File: config.mk
export PLATFORM = sky130hd
export DESIGN_NAME = mac_kbd_device
export DESIGN_NICKNAME = d
export VERILOG_FILES = /design/src/rtl/mac_kbd_pkg.sv /design/src/rtl/kbd_key_fifo.sv /design/src/rtl/mac_kbd_device.sv
export SDC_FILE = /design/constraint.sdc
export NUM_CORES = 1
export LEC_CHECK = 0
export ABC_AREA = 1
export BUFFER_PORTS_ARGS = -buffer_cell sky130_fd_sc_hd__clkbuf_2
export CORE_UTILIZATION = 56
export CTS_BUF_LIST = sky130_fd_sc_hd__clkbuf_16
export DETAILED_ROUTE_END_ITERATION = 10
export GPL_TIMING_DRIVEN = 0
export PLACE_DENSITY = 0.83
export RECOVER_POWER = 50
export SYNTH_ARGS = -nofsm -noshare
export SYNTH_HDL_FRONTEND = slang
export SYNTH_SLANG_ARGS = --single-unit
File: constraint.sdc
create_clock -name clk32 -period 2.4 [get_ports clk32]
set_clock_uncertainty 0.2 [all_clocks]
set_input_delay 0.24 -clock clk32 [delete_from_list [all_inputs] [get_ports clk32]]
set_output_delay 0.24 -clock clk32 [all_outputs]
set_load 0.01 [all_outputs]
File: src/rtl/mac_kbd_pkg.sv
// Shared command/response codes and FSM encoding for the Mac Plus keyboard-end link.
package mac_kbd_pkg;

    localparam logic [7:0] CMD_INQUIRY = 8'h10;
    localparam logic [7:0] CMD_INSTANT = 8'h14;
    localparam logic [7:0] CMD_MODEL   = 8'h16;
    localparam logic [7:0] CMD_TEST    = 8'h36;

    localparam logic [7:0] RSP_NULL    = 8'h7B;
    localparam logic [7:0] RSP_ACK     = 8'h7D;
    localparam logic [7:0] RSP_NAK     = 8'h77;

    typedef enum logic [2:0] {
        ST_IDLE      = 3'd0,
        ST_RX_CMD    = 3'd1,
        ST_DECODE    = 3'd2,
        ST_WAIT_KEY  = 3'd3,
        ST_WAIT_HOST = 3'd4,
        ST_TX_RESP   = 3'd5
    } kbdState_t;

endpackage

File: src/rtl/kbd_key_fifo.sv
// Small synchronous FIFO for Mac transition codes; first-word-fall-through read.
module kbd_key_fifo #(
    parameter int unsigned FIFO_AW = 2
) (
    input  logic       clk32,
    input  logic       reset,
    input  logic       push,
    input  logic       pop,
    input  logic       flush,
    input  logic [7:0] pushData,
    output logic [7:0] rdData_c,
    output logic       full_c,
    output logic       empty_c
);

    localparam int unsigned PTR_W = FIFO_AW + 1;
    localparam int unsigned DEPTH = 1 << FIFO_AW;

    logic [7:0]       mem [DEPTH];
    logic [PTR_W-1:0] wrPtr;
    logic [PTR_W-1:0] rdPtr;
    logic             doPush;
    logic             doPop;

    // Full when the wrap bits differ but the addresses match; a pop frees the slot being written.
    always_comb begin
        empty_c  = (wrPtr == rdPtr);
        full_c   = (wrPtr[FIFO_AW] != rdPtr[FIFO_AW]) &&
                   (wrPtr[FIFO_AW-1:0] == rdPtr[FIFO_AW-1:0]);
        doPush   = push && (!full_c || pop);
        doPop    = pop && !empty_c;
        rdData_c = mem[rdPtr[FIFO_AW-1:0]];
    end

    // Pointer update; a flush coincident with a push keeps the new code.
    always_ff @(posedge clk32) begin
        if (reset) begin
            wrPtr <= '0;
            rdPtr <= '0;
        end else if (flush) begin
            rdPtr <= '0;
            wrPtr <= push ? PTR_W'(1) : '0;
        end else begin
            if (doPush) wrPtr <= wrPtr + PTR_W'(1);
            if (doPop)  rdPtr <= rdPtr + PTR_W'(1);
        end
    end

    // Storage write, no reset needed on the data array.
    always_ff @(posedge clk32) begin
        if (!reset) begin
            if (flush && push) begin
                mem[0] <= pushData;
            end else if (!flush && doPush) begin
                mem[wrPtr[FIFO_AW-1:0]] <= pushData;
            end
        end
    end

endmodule

File: src/rtl/mac_kbd_device.sv
// Keyboard end of the Mac Plus serial link: owns the clock, receives commands, returns responses.
module mac_kbd_device
    import mac_kbd_pkg::*;
#(
    parameter int unsigned CLK_HALF    = 1300,
    parameter int unsigned INQ_TIMEOUT = 2000000,
    parameter logic [7:0]  MODEL_ID    = 8'h0B,
    parameter int unsigned FIFO_AW     = 2
) (
    input  logic       clk32,
    input  logic       reset,
    input  logic       clk_en,
    output logic       kbd_clk_o,
    input  logic       kbd_dat_i,
    output logic       kbd_dat_o,
    input  logic       key_strobe,
    input  logic [7:0] key_code,
    output logic       busy,
    output logic       overflow
);

    localparam int unsigned HALF_W  = (CLK_HALF > 1) ? $clog2(CLK_HALF) : 1;
    localparam int unsigned TIMER_W = (INQ_TIMEOUT > 1) ? $clog2(INQ_TIMEOUT) : 1;
    localparam logic [HALF_W-1:0]  HALF_LAST  = HALF_W'(CLK_HALF - 1);
    localparam logic [TIMER_W-1:0] TIMER_LAST = TIMER_W'(INQ_TIMEOUT - 1);

    kbdState_t          state, stateNext;
    logic [HALF_W-1:0]  halfCnt, halfCntNext;
    logic [2:0]         bitCnt, bitCntNext;
    logic [7:0]         shiftReg, shiftNext;
    logic [TIMER_W-1:0] timer, timerNext;
    logic               clkNext;
    logic               datNext;
    logic               halfEnd;

    logic               fifoPop;
    logic               fifoFlush;
    logic [7:0]         fifoData;
    logic               fifoFull;
    logic               fifoEmpty;

    kbd_key_fifo #(.FIFO_AW(FIFO_AW)) uKeyFifo (
        .clk32    (clk32),
        .reset    (reset),
        .push     (key_strobe),
        .pop      (fifoPop),
        .flush    (fifoFlush),
        .pushData (key_code),
        .rdData_c (fifoData),
        .full_c   (fifoFull),
        .empty_c  (fifoEmpty)
    );

    // State and datapath registers; outputs are registered copies of the next values.
    always_ff @(posedge clk32) begin
        if (reset) begin
            state     <= ST_IDLE;
            halfCnt   <= '0;
            bitCnt    <= '0;
            shiftReg  <= '0;
            timer     <= '0;
            kbd_clk_o <= 1'b1;
            kbd_dat_o <= 1'b1;
            busy      <= 1'b0;
        end else begin
            state     <= stateNext;
            halfCnt   <= halfCntNext;
            bitCnt    <= bitCntNext;
            shiftReg  <= shiftNext;
            timer     <= timerNext;
            kbd_clk_o <= clkNext;
            kbd_dat_o <= datNext;
            busy      <= (stateNext != ST_IDLE);
        end
    end

    // Sticky overflow: a key lost on a full FIFO; Model (flush) clears it.
    always_ff @(posedge clk32) begin
        if (reset) begin
            overflow <= 1'b0;
        end else if (fifoFlush) begin
            overflow <= 1'b0;
        end else if (key_strobe && fifoFull && !fifoPop) begin
            overflow <= 1'b1;
        end
    end

    // Next-state, bit timing and command decode; everything advances on clk_en ticks only.
    always_comb begin
        stateNext   = state;
        halfCntNext = halfCnt;
        bitCntNext  = bitCnt;
        shiftNext   = shiftReg;
        timerNext   = timer;
        clkNext     = kbd_clk_o;
        datNext     = kbd_dat_o;
        fifoPop     = 1'b0;
        fifoFlush   = 1'b0;
        halfEnd     = (halfCnt == HALF_LAST);

        if (clk_en) begin
            case (state)
                ST_IDLE: begin
                    clkNext = 1'b1;
                    datNext = 1'b1;
                    if (!kbd_dat_i) begin
                        stateNext   = ST_RX_CMD;
                        halfCntNext = '0;
                        bitCntNext  = '0;
                        clkNext     = 1'b0;
                    end
                end

                ST_RX_CMD: begin
                    datNext = 1'b1;
                    if (halfEnd) begin
                        halfCntNext = '0;
                        if (!kbd_clk_o) begin
                            clkNext   = 1'b1;
                            shiftNext = {shiftReg[6:0], kbd_dat_i};
                            if (bitCnt == 3'd7) stateNext = ST_DECODE;
                        end else begin
                            clkNext    = 1'b0;
                            bitCntNext = bitCnt + 3'd1;
                        end
                    end else begin
                        halfCntNext = halfCnt + HALF_W'(1);
                    end
                end

                ST_DECODE: begin
                    stateNext = ST_WAIT_HOST;
                    case (shiftReg)
                        CMD_INQUIRY: begin
                            if (!fifoEmpty) begin
                                shiftNext = fifoData;
                                fifoPop   = 1'b1;
                            end else begin
                                stateNext = ST_WAIT_KEY;
                                timerNext = '0;
                            end
                        end
                        CMD_INSTANT: begin
                            shiftNext = fifoEmpty ? RSP_NULL : fifoData;
                            fifoPop   = !fifoEmpty;
                        end
                        CMD_MODEL: begin
                            shiftNext = MODEL_ID;
                            fifoFlush = 1'b1;
                        end
                        CMD_TEST:  shiftNext = RSP_ACK;
                        default:   shiftNext = RSP_NAK;
                    endcase
                end

                ST_WAIT_KEY: begin
                    if (!fifoEmpty) begin
                        shiftNext = fifoData;
                        fifoPop   = 1'b1;
                        stateNext = ST_WAIT_HOST;
                    end else if (timer == TIMER_LAST) begin
                        shiftNext = RSP_NULL;
                        stateNext = ST_WAIT_HOST;
                    end else begin
                        timerNext = timer + TIMER_W'(1);
                    end
                end

                ST_WAIT_HOST: begin
                    clkNext = 1'b1;
                    datNext = 1'b1;
                    if (kbd_dat_i) begin
                        stateNext   = ST_TX_RESP;
                        halfCntNext = '0;
                        bitCntNext  = '0;
                        clkNext     = 1'b0;
                        datNext     = shiftReg[7];
                        shiftNext   = {shiftReg[6:0], 1'b0};
                    end
                end

                ST_TX_RESP: begin
                    if (halfEnd) begin
                        halfCntNext = '0;
                        if (!kbd_clk_o) begin
                            clkNext = 1'b1;
                        end else if (bitCnt == 3'd7) begin
                            stateNext = ST_IDLE;
                            datNext   = 1'b1;
                        end else begin
                            clkNext    = 1'b0;
                            datNext    = shiftReg[7];
                            shiftNext  = {shiftReg[6:0], 1'b0};
                            bitCntNext = bitCnt + 3'd1;
                        end
                    end else begin
                        halfCntNext = halfCnt + HALF_W'(1);
                    end
                end

                default: stateNext = ST_IDLE;
            endcase
        end
    end

endmodule
==> report_table.html <==
<table>
<tr><th>Metric</th><th>Value</th></tr>
<tr><th colspan="2">Place</th></tr>
<tr><td>Detailed-placement wirelength estimate</td><td>8160 um</td></tr>
<tr><td>Inst Count DP</td><td>roughly 770</td></tr>
<tr><td>Pre-CTS worst setup slack</td><td>-0.4408 ns</td></tr>
<tr><td>Final weighted congestion of routability-driven global placement</td><td>0.9658</td></tr>
<tr><td>Count of input and output buffers</td><td>14</td></tr>
<tr><td>Placed standard-cell area</td><td>roughly 0.0051 mm2</td></tr>
<tr><th colspan="2">Worst setup path</th></tr>
<tr><td>Required time of the critical path</td><td>2.27 ns</td></tr>
<tr><td>Worst Path Max Fanout</td><td>8</td></tr>
<tr><td>Worst stage delay on the critical path</td><td>0.35 ns</td></tr>
<tr><td>Type of origin of the critical path</td><td>flip-flop</td></tr>
<tr><td>Kind of cell adding the most delay to the critical path</td><td>simple AND/OR/NAND/NOR gates</td></tr>
<tr><td>Category of the critical setup timing path</td><td>reg -&gt; reg</td></tr>
<tr><td>Arrival @ worst endpoint</td><td>roughly 2.2 ns</td></tr>
<tr><td>Type of destination of the critical path</td><td>flip-flop</td></tr>
<tr><td>Crit path buffers/inverters</td><td>2</td></tr>
<tr><td>Cell chain of the critical path</td><td>nor3_1 &gt; nand2_1 &gt; nand2_2 &gt; nand3_2 &gt; nand2_1 &gt; nand2_2 &gt; inv_2 &gt; nand3_4 &gt; nor2_4 &gt; buf_12</td></tr>
<tr><td>Worst-path cell with the longest stage delay</td><td>sky130_fd_sc_hd__dfxtp_1</td></tr>
<tr><th colspan="2">Global routing</th></tr>
<tr><td>Number of global-route vias before repair</td><td>around 4200</td></tr>
<tr><td>Number of antenna violations at the first check in global routing</td><td>0</td></tr>
<tr><td>GRT Util Overall</td><td>0.2805</td></tr>
<tr><td>First-pass GRT wire length</td><td>19570 um</td></tr>
<tr><td>GRT overflow</td><td>0</td></tr>
<tr><td>Pin count of the biggest net entering global routing</td><td>20</td></tr>
<tr><th colspan="2">Floorplanning</th></tr>
<tr><td>Floorplan Core Area</td><td>around 0.0083 mm2</td></tr>
<tr><td>Total number of placement rows</td><td>33</td></tr>
<tr><td>Die W</td><td>95.07 um</td></tr>
<tr><td>Area of the die</td><td>0.009038 mm2</td></tr>
<tr><td>Die height</td><td>95.07 um</td></tr>
<tr><td>Number of top-level pins</td><td>17</td></tr>
<tr><td>Initial core utilization</td><td>0.5845</td></tr>
<tr><th colspan="2">Synthesis</th></tr>
<tr><td>Cells taking the most area after synthesis</td><td>sky130_fd_sc_hd__dfxtp_1 24%, sky130_fd_sc_hd__edfxtp_1 20%, sky130_fd_sc_hd__nand2_1 11%, sky130_fd_sc_hd__nor2_1 7.8%, sky130_fd_sc_hd__a21oi_1 4.8%</td></tr>
<tr><td>Proportion of synthesized chip area in sequential cells</td><td>0.4375</td></tr>
<tr><td>Most used flip-flop cell after synthesis</td><td>sky130_fd_sc_hd__dfxtp_1</td></tr>
<tr><td>Asr flop ratio synth</td><td>0</td></tr>
<tr><td>Flip-flop and latch count after synthesis</td><td>90</td></tr>
<tr><td>Most frequent cells after synthesis</td><td>142 x sky130_fd_sc_hd__nand2_1, 101 x sky130_fd_sc_hd__nor2_1, 58 x sky130_fd_sc_hd__dfxtp_1</td></tr>
<tr><td>Fraction of post-synthesis cell area in the top cell type by area</td><td>0.2394</td></tr>
<tr><td>Cell variety after synth</td><td>45</td></tr>
<tr><td>Cell with the most instances after synthesis</td><td>sky130_fd_sc_hd__nand2_1</td></tr>
<tr><td>Yosys warning count</td><td>0</td></tr>
<tr><td>Number of enable flip-flop cells after synthesis</td><td>32</td></tr>
<tr><td>Mapped Nets</td><td>667</td></tr>
<tr><td>Synthesized netlist cell count</td><td>648</td></tr>
<tr><td>Synthesized cell area</td><td>just under 0.005 mm2</td></tr>
<tr><td>Average instance area after synthesis</td><td>around 7.5 um2</td></tr>
<tr><td>Cell type with the highest aggregate area in the netlist</td><td>sky130_fd_sc_hd__dfxtp_1</td></tr>
<tr><th colspan="2">STA</th></tr>
<tr><td>Setup slack of the critical path after layout</td><td>slightly above 0.07 ns</td></tr>
<tr><td>Max Slew Vio Count</td><td>0</td></tr>
<tr><td>Final period utilization</td><td>0.9706</td></tr>
<tr><td>Count of final setup violators</td><td>0</td></tr>
<tr><td>Setup TNS Final</td><td>0 ns</td></tr>
<tr><td>Maximum clock rate</td><td>roughly 430 MHz</td></tr>
<tr><td>Worst slew margin relative to its limit</td><td>0.5426</td></tr>
<tr><td>Count of endpoints failing hold in the final timing report</td><td>0</td></tr>
<tr><td>RSZ-0062 raised after global routing</td><td>false</td></tr>
<tr><td>Shortest period the worst path allows</td><td>2.329 ns</td></tr>
<tr><td>Worst-margin pin slew</td><td>0.6862 ns</td></tr>
<tr><th colspan="2">Final layout</th></tr>
<tr><td>Post-route insts no fill</td><td>794</td></tr>
<tr><td>Antenna diode count</td><td>0</td></tr>
<tr><td>Synth-to-layout area growth</td><td>14.73%</td></tr>
<tr><td>Area of combinational cells with multiple inputs</td><td>0.002471 mm2</td></tr>
<tr><td>Fillers</td><td>657</td></tr>
<tr><td>Post-layout nets</td><td>703</td></tr>
<tr><td>Reg area</td><td>between 0.002 and 0.0025 mm2</td></tr>
<tr><td>Share of layout cells above drive strength 1</td><td>0.1074</td></tr>
<tr><td>Final instance area</td><td>approximately 0.0056 mm2</td></tr>
<tr><th colspan="2">Route</th></tr>
<tr><td>Residual DRC</td><td>0</td></tr>
<tr><td>Number of nets still failing antenna checks after routing</td><td>0</td></tr>
<tr><td>Detailed-route vias per instance</td><td>slightly below 6</td></tr>
<tr><td>Number of search-and-repair iterations in the first detailed-routing pass</td><td>6</td></tr>
<tr><td>Count of vias placed by the detailed router</td><td>roughly 4600</td></tr>
<tr><td>Routed wire length per instance</td><td>15.08 um</td></tr>
<tr><td>Drt total wl</td><td>around 12000 um</td></tr>
<tr><td>Starting DRT DRC Count</td><td>424</td></tr>
<tr><th colspan="2">Pwr</th></tr>
<tr><td>Reported net switching power</td><td>0.0008730 W</td></tr>
<tr><td>Switching portion of total power</td><td>0.2636</td></tr>
<tr><td>Share of power burned in combinational logic</td><td>0.075</td></tr>
<tr><td>Maximum resistive drop on vdd</td><td>427.5 uV</td></tr>
<tr><td>Power density over the cells</td><td>slightly below 600 mW/mm2</td></tr>
<tr><td>Sequential group share of total power</td><td>0.495</td></tr>
<tr><td>Clk pwr share</td><td>0.430</td></tr>
<tr><td>Leakage power</td><td>a little over 2 nW</td></tr>
<tr><td>Cell-internal power</td><td>0.002438 W</td></tr>
<tr><th colspan="2">Clocking</th></tr>
<tr><td>Clock transition at path regs</td><td>0.08 ns</td></tr>
<tr><td>Total clock buffers created by CTS</td><td>9</td></tr>
<tr><td>Latest clock arrival within the worst-skew pair</td><td>approximately 0.35 ns</td></tr>
<tr><td>H-tree depth reported by CTS</td><td>3</td></tr>
<tr><td>Clock Sinks</td><td>90</td></tr>
<tr><td>Deepest clock path buffer count</td><td>2</td></tr>
<tr><td>Root Driver</td><td>sky130_fd_sc_hd__clkbuf_16</td></tr>
<tr><td>TritonCTS clock tree</td><td>built</td></tr>
<tr><th colspan="2">Flow run</th></tr>
<tr><td>Max Cap Viol</td><td>0</td></tr>
<tr><th colspan="2">Hold path</th></tr>
<tr><td>Worst min-delay path class</td><td>in -&gt; reg</td></tr>
<tr><th colspan="2">Outcome</th></tr>
<tr><td>Outcome</td><td>complete, no violations</td></tr>
</table>
[routing by layer]
layer,vias to the layer above,track usage,share of wire
li1,2267,-,-
met1,2089,0.3855,0.44
met4,0,0.08965,0.020
met2,246,0.4494,0.46
met3,29,0.04705,0.088
met5,-,0,0
[state kept, by name, summed over array words and instances (netlist names), 3 cells and up, named ones only]
name	flops
halfCnt	11
timer	21
uKeyFifo.rdPtr	3
uKeyFifo.mem	32
uKeyFifo.wrPtr	3
state	3
bitCnt	3
shiftReg	8
[worst reg2reg max path: stages (launching register included)]
cell	delay (ns)
sky130_fd_sc_hd__dfxtp_1	0.35
sky130_fd_sc_hd__nor3_1	0.30
sky130_fd_sc_hd__nand2_1	0.16
sky130_fd_sc_hd__nand2_2	0.13
sky130_fd_sc_hd__nand3_2	0.15
sky130_fd_sc_hd__nand2_1	0.11
sky130_fd_sc_hd__nand2_2	0.10
sky130_fd_sc_hd__inv_2	0.11
sky130_fd_sc_hd__nand3_4	0.12
sky130_fd_sc_hd__nor2_4	0.16
sky130_fd_sc_hd__buf_12	0.14
[path summary, 6_finish.rpt]
check                                  from                  to  slack, ns  cells past startpoint
worst min register to register    bitCnt[1]           bitCnt[1]       0.28                      2
worst min-delay path             key_strobe            overflow      0.005                      3
worst max register to register  shiftReg[0]  uKeyFifo.mem[1][4]       0.07                     10
worst max-delay path            shiftReg[0]  uKeyFifo.mem[1][4]       0.07                     10
[layout by cell type (no fill, tap or decap), drive strengths merged]
cell	Yosys	routed
nand3	40	40
xnor2	3	3
clkbuf	7	31
and3	2	2
a31oi	2	2
o211ai	2	2
nand2	143	143
edfxtp	32	32
nor4	1	1
dlygate4sd3	0	8
a22oi	1	1
a211oi	5	5
o221ai	1	1
inv	63	67
nand4	19	19
and2	2	2
nor3	33	33
o22ai	6	6
o21a	2	2
a21oi	49	49
clkinv	0	3
nor3b	3	3
or3	1	1
nand3b	4	4
ha	6	6
o21ai	38	38
a21o	3	3
buf	6	8
dfxtp	58	58
nor2	107	107
xor2	9	9
[final cells by class]
cell class | instances | share of cell area
timing repair buffer | 25 | 0.03507
multi-input combinational | 482 | 0.4440
inverter | 63 | 0.04474
tap | 105 | 0.02361
sequential | 90 | 0.3824
clock inverter | 7 | 0.01371
buffer | 13 | 0.01596
clock buffer | 9 | 0.04047
[metrics by stage]
step / hold WS, ns / utilization / total power (W)
after floorplan: 0.1389 / - / 0.001822
after global placement: 0.2560 / 0.6088 / 0.001881
after detailed placement: 0.2636 / 0.6088 / 0.001887
after CTS: 0.002059 / 0.6677 / 0.003317
after global routing: 0.03017 / 0.6706 / 0.003424
final: 0.005021 / 0.6706 / 0.003311
[cell families (layout without fill, tap and decap cells)]
family | after synthesis | in the layout | synth area share
compound gates | 109 | 109 | 0.1259
xor+xnor | 12 | 12 | 0.02167
buf+inv | 76 | 117 | 0.07016
simple gates | 355 | 355 | 0.3294
fa+ha+maj | 6 | 6 | 0.01548
flops | 90 | 90 | 0.4375
[timing repair]
| item | in CTS | in global routing |
|---|---|---|
| hold buffers | 8 | 0 |
| buffers inserted | 3 | 0 |
| hold endpoints to repair | 32 | 0 |
| setup endpoints to repair | 39 | 62 |
| gates resized for setup | 14 | 17 |
| pin swaps | 3 | 3 |
[power groups by stage]
| stage | Clock, W | Combinational [W] | Sequential (W) |
|---|---|---|---|
| after CTS | 0.00144 | 0.000239 | 0.00164 |
| after global placement | 0 | 0.000212 | 0.00167 |
| final | 0.00142 | 0.000247 | 0.00164 |
| after floorplan | 0 | 0.000154 | 0.00167 |
| after detailed placement | 0 | 0.000216 | 0.00167 |
| after global routing | 0.00151 | 0.000274 | 0.00164 |
Note: power is estimated with default switching activity, not from simulation.
